## config.mk

```make
export PLATFORM = sky130hd
export DESIGN_NAME = fetch_buf_stage
export DESIGN_NICKNAME = d
export VERILOG_FILES = /design/src/rtl/fetch_buf_stage_pkg.sv /design/src/rtl/fetch_buf_stage_fifo.sv /design/src/rtl/fetch_buf_stage.sv
export SDC_FILE = /design/constraint.sdc
export NUM_CORES = 1
export LEC_CHECK = 0
export BUFFER_PORTS_ARGS = -buffer_cell sky130_fd_sc_hd__buf_4
export CAP_MARGIN = 10
export CORE_MARGIN = 10
export CORE_UTILIZATION = 57
export DETAILED_ROUTE_END_ITERATION = 10
export MAX_ROUTING_LAYER = met4
export PLACE_DENSITY_LB_ADDON = 0.12
export SLEW_MARGIN = 10
export SYNTH_ARGS = -nofsm -noshare
export SYNTH_HDL_FRONTEND = slang
export SYNTH_SLANG_ARGS = --single-unit
```

## constraint.sdc

```tcl
create_clock -name clk -period 4.79 [get_ports clk]
set_input_delay 0.958 -clock clk [delete_from_list [all_inputs] [get_ports clk]]
set_output_delay 0.958 -clock clk [all_outputs]
set_load 0.02 [all_outputs]
```

## src/rtl/fetch_buf_stage_pkg.sv

```systemverilog
// rtl/fetch_buf_stage_pkg.sv - shared constants and FS_TO_DS bus layout for the fetch buffer stage
package fetch_buf_stage_pkg;

    localparam logic [31:0] RESET_PC_DEFAULT = 32'h1c00_0000;
    localparam logic [15:0] ECODE_ADEF_NUM   = 16'h4000;
    localparam logic [31:0] NOP_INST         = 32'h0340_0000;

    // FS_TO_DS entry layout: {excp_num, excp, inst, pc}
    localparam int FS_PC_LSB   = 0;
    localparam int FS_INST_LSB = 32;
    localparam int FS_EXCP_BIT = 64;
    localparam int FS_NUM_LSB  = 65;
    localparam int FS_TO_DS_W  = 81;

endpackage

```

## src/rtl/fetch_buf_stage_fifo.sv

```systemverilog
// rtl/fetch_buf_stage_fifo.sv - synchronous FIFO with clear, used for the pc-queue and instruction buffer
module fetch_fifo #(
    parameter int WIDTH = 32,
    parameter int DEPTH = 4
) (
    input  logic                         clk,
    input  logic                         reset,
    input  logic                         clear,
    input  logic                         push,
    input  logic [WIDTH-1:0]             push_data,
    input  logic                         pop,
    output logic [WIDTH-1:0]             pop_data,
    output logic                         full,
    output logic                         empty,
    output logic [$clog2(DEPTH+1)-1:0]   count
);

    localparam int PTR_W = (DEPTH > 1) ? $clog2(DEPTH) : 1;
    localparam int CNT_W = $clog2(DEPTH + 1);

    logic [WIDTH-1:0] mem [DEPTH];
    logic [PTR_W-1:0] wr_ptr;
    logic [PTR_W-1:0] rd_ptr;
    logic             do_push;
    logic             do_pop;

    // a push at full is only legal when the head leaves in the same cycle
    always_comb begin
        full     = (count == CNT_W'(DEPTH));
        empty    = (count == '0);
        do_pop   = pop && !empty;
        do_push  = push && (!full || do_pop);
        pop_data = mem[rd_ptr];
    end

    // pointer and occupancy bookkeeping; clear drops every entry at once
    always_ff @(posedge clk) begin
        if (reset || clear) begin
            wr_ptr <= '0;
            rd_ptr <= '0;
            count  <= '0;
        end else begin
            if (do_push) begin
                wr_ptr <= (wr_ptr == PTR_W'(DEPTH - 1)) ? '0 : wr_ptr + PTR_W'(1);
            end
            if (do_pop) begin
                rd_ptr <= (rd_ptr == PTR_W'(DEPTH - 1)) ? '0 : rd_ptr + PTR_W'(1);
            end
            count <= count + CNT_W'(do_push) - CNT_W'(do_pop);
        end
    end

    // storage array, contents are don't-care until written
    always_ff @(posedge clk) begin
        if (do_push && !clear) begin
            mem[wr_ptr] <= push_data;
        end
    end

endmodule

```

## src/rtl/fetch_buf_stage.sv

```systemverilog
// rtl/fetch_buf_stage.sv - multi-outstanding instruction fetch stage with instruction buffer and redirect cancel
module fetch_buf_stage
    import fetch_buf_stage_pkg::*;
#(
    parameter logic [31:0] RESET_PC        = RESET_PC_DEFAULT,
    parameter int          IBUF_DEPTH      = 4,
    parameter int          MAX_OUTSTANDING = 2
) (
    input  logic        clk,
    input  logic        reset,
    input  logic        excp_flush,
    input  logic        ertn_flush,
    input  logic [31:0] eentry,
    input  logic [31:0] era,
    input  logic        br_taken,
    input  logic [31:0] br_target,
    input  logic        ds_allowin,
    output logic        fs_to_ds_valid,
    output logic [31:0] fs_pc,
    output logic [31:0] fs_inst,
    output logic        fs_excp,
    output logic [15:0] fs_excp_num,
    output logic        inst_sram_req,
    output logic        inst_sram_wr,
    output logic [1:0]  inst_sram_size,
    output logic [3:0]  inst_sram_wstrb,
    output logic [31:0] inst_sram_addr,
    output logic [31:0] inst_sram_wdata,
    input  logic        inst_sram_addr_ok,
    input  logic        inst_sram_data_ok,
    input  logic [31:0] inst_sram_rdata
);

    localparam int PCQ_CW = $clog2(MAX_OUTSTANDING + 1);
    localparam int IB_CW  = $clog2(IBUF_DEPTH + 1);

    logic [31:0]           fetch_pc;
    logic                  halted;
    logic [PCQ_CW-1:0]     cancel_cnt;
    logic                  pend_valid;
    logic [31:0]           pend_pc;
    logic                  req_hold;

    logic                  flush;
    logic [31:0]           flush_target;

    logic                  pcq_full;
    logic                  pcq_empty;
    logic [PCQ_CW-1:0]     pcq_count;
    logic [31:0]           pcq_head;

    logic                  ib_full;
    logic                  ib_empty;
    logic [IB_CW-1:0]      ib_count;
    logic [FS_TO_DS_W-1:0] ib_head;
    logic [FS_TO_DS_W-1:0] ib_push_data;

    logic                  issue_ok;
    logic                  accept;
    logic                  resp;
    logic                  resp_keep;
    logic                  adef_push;
    logic                  ib_push;
    logic                  ib_pop;
    logic [PCQ_CW-1:0]     outstanding_next;

    // redirect target, exception beats ertn beats branch
    always_comb begin
        flush        = excp_flush | ertn_flush | br_taken;
        flush_target = br_target;
        if (excp_flush) begin
            flush_target = eentry;
        end else if (ertn_flush) begin
            flush_target = era;
        end
    end

    // issue gating reserves a buffer slot for every request in flight; responses and ADEF feed the buffer
    always_comb begin
        issue_ok = !halted && (fetch_pc[1:0] == 2'b00) && !pcq_full &&
                   ((32'(pcq_count) + 32'(ib_count)) < 32'(IBUF_DEPTH));
        inst_sram_req    = !reset && (req_hold || issue_ok);
        accept           = inst_sram_req && inst_sram_addr_ok;
        resp             = inst_sram_data_ok && !pcq_empty;
        resp_keep        = resp && !flush && (cancel_cnt == '0);
        adef_push        = !halted && (fetch_pc[1:0] != 2'b00) && pcq_empty &&
                           (cancel_cnt == '0) && !ib_full && !flush;
        ib_push          = resp_keep || adef_push;
        ib_pop           = !ib_empty && ds_allowin;
        outstanding_next = pcq_count + PCQ_CW'(accept) - PCQ_CW'(resp);

        ib_push_data = '0;
        if (adef_push) begin
            ib_push_data[FS_PC_LSB +: 32]  = fetch_pc;
            ib_push_data[FS_EXCP_BIT]      = 1'b1;
            ib_push_data[FS_NUM_LSB +: 16] = ECODE_ADEF_NUM;
        end else begin
            ib_push_data[FS_PC_LSB +: 32]   = pcq_head;
            ib_push_data[FS_INST_LSB +: 32] = inst_sram_rdata;
        end
    end

    // fetch pointer, pending redirect, stall-on-ADEF and count of responses still to be dropped
    always_ff @(posedge clk) begin
        if (reset) begin
            fetch_pc   <= RESET_PC;
            halted     <= 1'b0;
            cancel_cnt <= '0;
            pend_valid <= 1'b0;
            pend_pc    <= '0;
            req_hold   <= 1'b0;
        end else begin
            req_hold <= inst_sram_req && !inst_sram_addr_ok;
            if (flush) begin
                halted     <= 1'b0;
                cancel_cnt <= outstanding_next;
                if (inst_sram_req && !inst_sram_addr_ok) begin
                    pend_valid <= 1'b1;
                    pend_pc    <= flush_target;
                end else begin
                    pend_valid <= 1'b0;
                    fetch_pc   <= flush_target;
                end
            end else begin
                cancel_cnt <= cancel_cnt - PCQ_CW'(resp && (cancel_cnt != '0))
                                         + PCQ_CW'(accept && pend_valid);
                if (accept) begin
                    fetch_pc   <= pend_valid ? pend_pc : fetch_pc + 32'd4;
                    pend_valid <= 1'b0;
                end
                if (adef_push) begin
                    halted <= 1'b1;
                end
            end
        end
    end

    fetch_fifo #(
        .WIDTH (32),
        .DEPTH (MAX_OUTSTANDING)
    ) u_pc_queue (
        .clk       (clk),
        .reset     (reset),
        .clear     (1'b0),
        .push      (accept),
        .push_data (fetch_pc),
        .pop       (resp),
        .pop_data  (pcq_head),
        .full      (pcq_full),
        .empty     (pcq_empty),
        .count     (pcq_count)
    );

    fetch_fifo #(
        .WIDTH (FS_TO_DS_W),
        .DEPTH (IBUF_DEPTH)
    ) u_inst_buf (
        .clk       (clk),
        .reset     (reset),
        .clear     (flush),
        .push      (ib_push),
        .push_data (ib_push_data),
        .pop       (ib_pop),
        .pop_data  (ib_head),
        .full      (ib_full),
        .empty     (ib_empty),
        .count     (ib_count)
    );

    // decode sees the buffer head; the SRAM port is read-only
    always_comb begin
        fs_to_ds_valid  = !ib_empty;
        fs_pc           = ib_head[FS_PC_LSB +: 32];
        fs_inst         = fs_to_ds_valid ? ib_head[FS_INST_LSB +: 32] : NOP_INST;
        fs_excp         = ib_head[FS_EXCP_BIT];
        fs_excp_num     = ib_head[FS_NUM_LSB +: 16];
        inst_sram_addr  = fetch_pc;
        inst_sram_wr    = 1'b0;
        inst_sram_size  = 2'b10;
        inst_sram_wstrb = 4'b0000;
        inst_sram_wdata = 32'h0;
    end

endmodule

```

# --- Word-level counts from Yosys, hierarchy flattened ---
# Memories as Yosys holds them, arrays and structs flattened. A register that Yosys moved wholly into a read port is not among the register bits.
# Cells that the tools add are included.
# Widths: inputs -> output; s select.
classes:
  add_sub_neg: 14
  multipliers: 0
  div: 0
  magnitude_cmp: 1
  eq_ne: 5
  shifts: 0
  muxes: 26
  bitwise_logic: 2
  reduce_logical: 45
ops:
  columns: ["operator", "count"]
  rows:
  - ["$mux 32", 9]
  - ["$add 32x3->32 const B", 1]
  - ["$logic_and 1x1->1", 22]
  - ["$mux 16", 1]
  - ["$mux 1", 11]
  - ["$mux 2", 5]
  - ["$logic_not 1->1", 8]
  - ["$add 2x1->2", 3]
  - ["$eq 2x2->1 const B", 3]
  - ["$logic_not 2->1", 3]
  - ["$reduce_bool 2->1", 3]
  - ["$sub 2x1->2", 3]
  - ["$logic_or 1x1->1", 5]
  - ["$add 2x1->2 const B", 2]
  - ["$add 2x3->4", 1]
  - ["$lt 4x3->1 const B", 1]
  - ["$reduce_and 2->1", 2]
  - ["$add 3x1->3", 1]
  - ["$eq 3x3->1 const B", 1]
  - ["$logic_not 3->1", 1]
  - ["$sub 3x1->3", 1]
  - ["$add 1x1->1 const B", 2]
  - ["$ne 2x2->1 const B", 1]
  - ["$or 1x1->1", 2]
  - ["$reduce_or 2->1", 1]
word_totals:
  ff_bits: 80
  latch_bits: 0
  ram_bits: 384
  mem_bits_ro: 0
  inputBits: 136
  out_inout_bits: 154
  word_cells: 107
  memories: 2
mem_list:
  columns: ["memory", "depth", "width", "read_ports", "rd_clocked_by_memory_dff", "wr", "line", "source"]
  rows:
  - ["u_inst_buf.mem", 4, 80, 1, 1, 1, "fetch_buf_stage_fifo.sv:21", "logic [WIDTH-1:0] mem [DEPTH];"]
  - ["u_pc_queue.mem", 2, 32, 1, 1, 1, "fetch_buf_stage_fifo.sv:21", null]

# --- Logic depth before layout (Yosys ltp) ---
depth:
  depth_word: 11
  depth_mapped: 12
  mapped_depth_nobuf: 12

# --- Hierarchy ---
# From an unflattened synthesis, not the netlist that was laid out.
hier_totals:
  hier_cells: 1398
  area_unflattened_um2: 20452.1
modules_own_cells:
  columns: ["mod", "n_inst", "cells_each", "area_each_um2", "seq_area_each_um2"]
  rows:
  - ["fetch_fifo (u_inst_buf)", 1, 474, 12174.2, 9909.5]
  - ["fetch_buf_stage", 1, 794, 5726.7, 1381.3]
  - ["fetch_fifo (u_pc_queue)", 1, 130, 2551.2, 2021.9]

# --- Least setup slack after synthesis ---
# No wires, ideal clock.
synth_path:
  kind: "input -> register"
  start: "in ertn_flush"
  end: "mem u_inst_buf.mem[1][0] (netlist bit), enable pin"
  setup_time_ns: 0.430
  t_arrival_ns: 3.709
  required_time_ns: 4.360
  slack_ns: 0.651
  cell_stages: 5
  n_path_buf: 2
  cell_sequence: "clkbuf_1 or3_1 buf_2 a2111oi_4 and2_1"
synth_between:
  elab_chain_cells: 10
  word_cells_on_any_way: 11
  cone_classes: "2 x mux; 2 x bitwise; 7 x reduce/logical"
synth_rtl:
  columns: ["item", "line", "source"]
  rows:
  - ["start, declared", "fetch_buf_stage.sv:12", "input logic ertn_flush,"]
  - ["$or 1x1->1 * (2 in series)", "fetch_buf_stage.sv:69", "flush = excp_flush | ertn_flush | br_taken;"]
  - ["$logic_not 1->1 *", "fetch_buf_stage_fifo.sv:55, fetch_buf_stage.sv:85, fetch_buf_stage.sv:87", null]
  - ["$logic_and 1x1->1 (2 in series)", "fetch_buf_stage.sv:85", "resp_keep = resp && !flush && (cancel_cnt == '0);"]
  - ["$logic_or 1x1->1", "fetch_buf_stage.sv:88", "ib_push = resp_keep || adef_push;"]
  - ["$logic_and 1x1->1", "fetch_buf_stage_fifo.sv:32", "do_push = push && (!full || do_pop);"]
  - ["$logic_and 1x1->1 *", "fetch_buf_stage_fifo.sv:55", "if (do_push && !clear) begin"]
  - ["$mux 1 *", "fetch_buf_stage_fifo.sv:55", null]
  - ["$mux 1 (implied by the code) *", "fetch_buf_stage_fifo.sv:56", "mem[wr_ptr] <= push_data;"]
  - ["end, declared", "fetch_buf_stage_fifo.sv:21", null]
# Mark *: on every way between the ends. The rest lies on a longest branch, timed or not.

==> results <==
- The clock skew after layout is 0.0140 ns.
- The TritonCTS clock tree is built.
- The worst register-to-register path begins at u_inst_buf.count[2].
- The via count of the first global-routing pass came to 11300.
- The number of antenna violations at the first check in global routing is 0.
- The slowest cell on the critical path is dfxtp_4.
- Setup slack on the worst reg-to-reg path comes out at 1.47 ns.
- The floorplan step set the die height to 197 µm.
- The critical path start-end classification is register to primary output.
- The flow ran to the end, and the final reports show no timing, DRC or antenna violations.
- The total power per unit cell area is 397 mW/mm².
- The routed design has 40800 µm of wire.
- The vias after detailed routing is 11100.
- The number of max-slew violations in the final report is 0.
- The average wire per standard cell is 20.7 µm.
- The average size of a mapped cell is 13.4 µm².
- In this run, post-CTS hold repair placed 0 buffers.
- STA classifies the critical path endpoint as a primary output.
- The maximum buffer depth of the clock tree is 3.
- The final setup violation count is 0.
- The number of enable-type register cells in the synthesized netlist is 324.
- The most used flip-flop cell after synthesis is edfxtp_1.
- Clock-pin slew was measured on the worst setup and hold paths at 0.06 ns.
- The fraction of registers with async set/reset is 0%.
- The cell area after technology mapping is 0.0179 mm².
- The die footprint is 0.0388 mm².
- After the last flow step, the layout net total stands at 1697.
- The root buffer cell chosen for the clock tree is clkbuf_16.
- The H-tree depth reported by CTS is 2.
- The final global-route overflow total is 0.
- At the later pin of the worst-skew pair, clock insertion delay measures 0.51 ns.
- The standby leakage power is 7.52 nW.
- The synthesis-to-finish area growth is 17.8%.
- Yosys attributes the largest share of cell area to edfxtp_1 (54%), dfxtp_1 (9.3%), mux4_2 (8.2%).
- Setup repair after global routing left no endpoint under its margin.
- The floorplan has 64 rows.
- Entering global routing, the biggest net connects 102 pins.
- Leaving out fill and tap cells, the most frequent cells in the layout are edfxtp_1 (324), buf_4 (254), nand2_1 (187).
- The DRC violation total after the first TritonRoute iteration is 763.
- Before antenna repair, the detailed router went through 5 iterations.
- The buffer and inverter count on the worst path is 2.
- Of all nets on the critical path, the largest fanout is 31.
- The chip width is 197 µm.
- The cell that appears most often on the critical path is buf_4.
- The worst path uses 76.0% of the clock period.
- The average vias per placed instance is 5.66.
- For this run, the top clock speed supported by timing is 275 MHz.
- Walking the worst path, the cells encountered are buf_4 > mux4_2 > and2_1 > buf_4.
- The post-layout total power is 8.35 mW.
- The category of cells accounting for the largest share of critical-path delay is flip-flops.
- The worst-case vdd ir drop is 265 µV.
- The repair_antennas step left the layout with diodes totalling 0.
- The most common cell after layout, fill and taps aside is edfxtp_1.
- The initial standard-cell utilization of the core is 58.1%.
- At the end of routability-driven placement, the weighted congestion stood at 0.862.
- The post-cts repair resize count is 0.
- The worst slew slack as a fraction of its limit is 32.0%.
- The logic depth of the worst register-to-register path is 12.
- The total number of clock tree sinks is 407.
- The critical path data arrival time is 2.68 ns.
- The global-route total usage across every layer is 21.3%.
- The detailed-placement wirelength estimate is 27100 µm.
- The region available for standard cell placement spans 0.0307 mm².
- The wire length of the first global-routing pass is 64100 µm.
- The total number of yosys warnings is 0.
- The distinct cell type count after synthesis is 63.
- In this run the remaining antenna-violating nets after routing total 0.
- Of the synthesized area, sequential elements account for 63.8%.
- Of the cells placed in the final design, the portion with a size suffix greater than 1 is 25.7%.
- The clock period minus final worst setup slack is 3.64 ns.
- The CTS buffer count is 40.
- The synthesized instance count is 1331.
- The max capacitance violation total is 0.
- The cell depth of the worst hold path is 2.
- For the final routed database, the setup TNS stands at 0 ns.
- The slew at the pin with the worst max-slew slack is 1.02 ns.
- The hold violation count in the final report is 0.
- The startpoint of the most critical hold path is pend_pc[27].
- In this run, synthesis produced a sequential element count of 407.
- The launching element type of the critical path is a register.
- In this design, the stage delay of the slowest critical-path cell is 0.77 ns.
- The worst slack after detailed placement is 1.27 ns.
- After clock tree synthesis, the setup repair step added 0 buffers.
- The required arrival time at the worst endpoint is 3.83 ns.
- For this run, design rule violations remaining after detail routing come to 0.
- The worst path meets setup with 1.15 ns of slack.
- In this run the biggest area consumer among cell types represents 54.5% of the synthesized area.
- The number of port buffers is 235.
- The worst hold-check path type is register to register.
- edfxtp_1 takes more of the synthesized area than any other cell.
- In this run the number of cells on the critical path is 4.
- Pin placement for this block handled 290 I/O pins.
==> sequential cells by signal, summed over array words and instances (netlist names), named ones only <==
| name | count |
|---|---|
| u_pc_queue.rd_ptr | 1 |
| pend_pc | 32 |
| u_inst_buf.count | 3 |
| pend_valid | 1 |
| cancel_cnt | 2 |
| inst_sram_addr | 32 |
| u_inst_buf.rd_ptr | 2 |
| halted | 1 |
| u_inst_buf.wr_ptr | 2 |
| req_hold | 1 |
| u_pc_queue.mem | 64 |
| u_inst_buf.mem | 260 |
| u_pc_queue.count | 2 |
| u_pc_queue.wr_ptr | 1 |
==> final timing paths <==
check,to
worst max-delay path,fs_inst[8]
worst min-delay path,pend_pc[27]
worst max register to register,u_inst_buf.count[2]
worst min register to register,pend_pc[27]
==> worst register-to-register path, delay by kind of cell (launching register included) <==
kind / cells / cell delay [ns]
XOR/XNOR: 2 / 0.34
adder cells (fa/ha/maj): 3 / 0.78
buffers and inverters: 4 / 0.77
flip-flops: 1 / 0.35
AND/OR/NAND/NOR: 3 / 0.96
==> logic make-up after synthesis <==
| logic type | after synthesis | share of synthesized area, % |
|---|---|---|
| simple gates | 366 | 9.71 |
| compound gates | 224 | 7.38 |
| xor+xnor | 26 | 1.27 |
| fa+ha+maj | 16 | 1.16 |
| flops | 407 | 63.8 |
| buf+inv | 155 | 4.54 |
| mux | 135 | 12.1 |
| other cells | 2 | 0.0420 |
==> metrics by stage <==
stage	util [%]	instances	instance area, µm²	hold slack (ns)
floorplan	-	1383	18100	0.431
global placement	64.5	1899	19800	0.437
detailed placement	64.5	1899	19800	0.443
CTS	68.4	1967	21000	0.451
global route	68.4	1967	21000	0.467
finish	68.4	1967	21000	0.449
==> layer usage <==
layer	part of all wire, %	track usage [%]	vias up	wire [µm]
li1	-	-	5224	-
met1	43	28.4	5429	17700
met2	49	34.1	435	20100
met3	5.9	3.44	52	2400
met4	1.6	4.96	0	646
met5	0	-	-	0
==> synth_stat cells (14+ instances only) <==
cell type / count
nor2_1: 47
a21oi_1: 62
buf_2: 16
edfxtp_1: 324
nand3_1: 14
and2_1: 38
clkbuf_1: 59
o21ai_0: 56
buf_4: 55
mux2i_1: 69
nand2_1: 187
xnor2_1: 17
nor2b_1: 33
inv_1: 15
mux4_2: 65
ha_1: 15
a211oi_1: 16
o21ai_1: 45
dfxtp_1: 83
==> power by group <==
part	internal [mW]	total (mW)	switching [mW]
Sequential	4.10	4.31	0.213
Clock	1.72	2.94	1.21
Combinational	0.441	1.10	0.654
Total	6.26	8.35	2.08
==> final cells by class <==
class                           instances  area, µm²
Sequential cell                       407      11400
Fill cell                            2177       9710
Multi-Input combinational cell        821       5890
Timing Repair Buffer                  257       1970
Clock buffer                           49       1060
Tap cell                              396        495
Clock inverter                         19        169
Inverter                               18       70.1
Note: power is estimated with default switching activity, not from simulation.
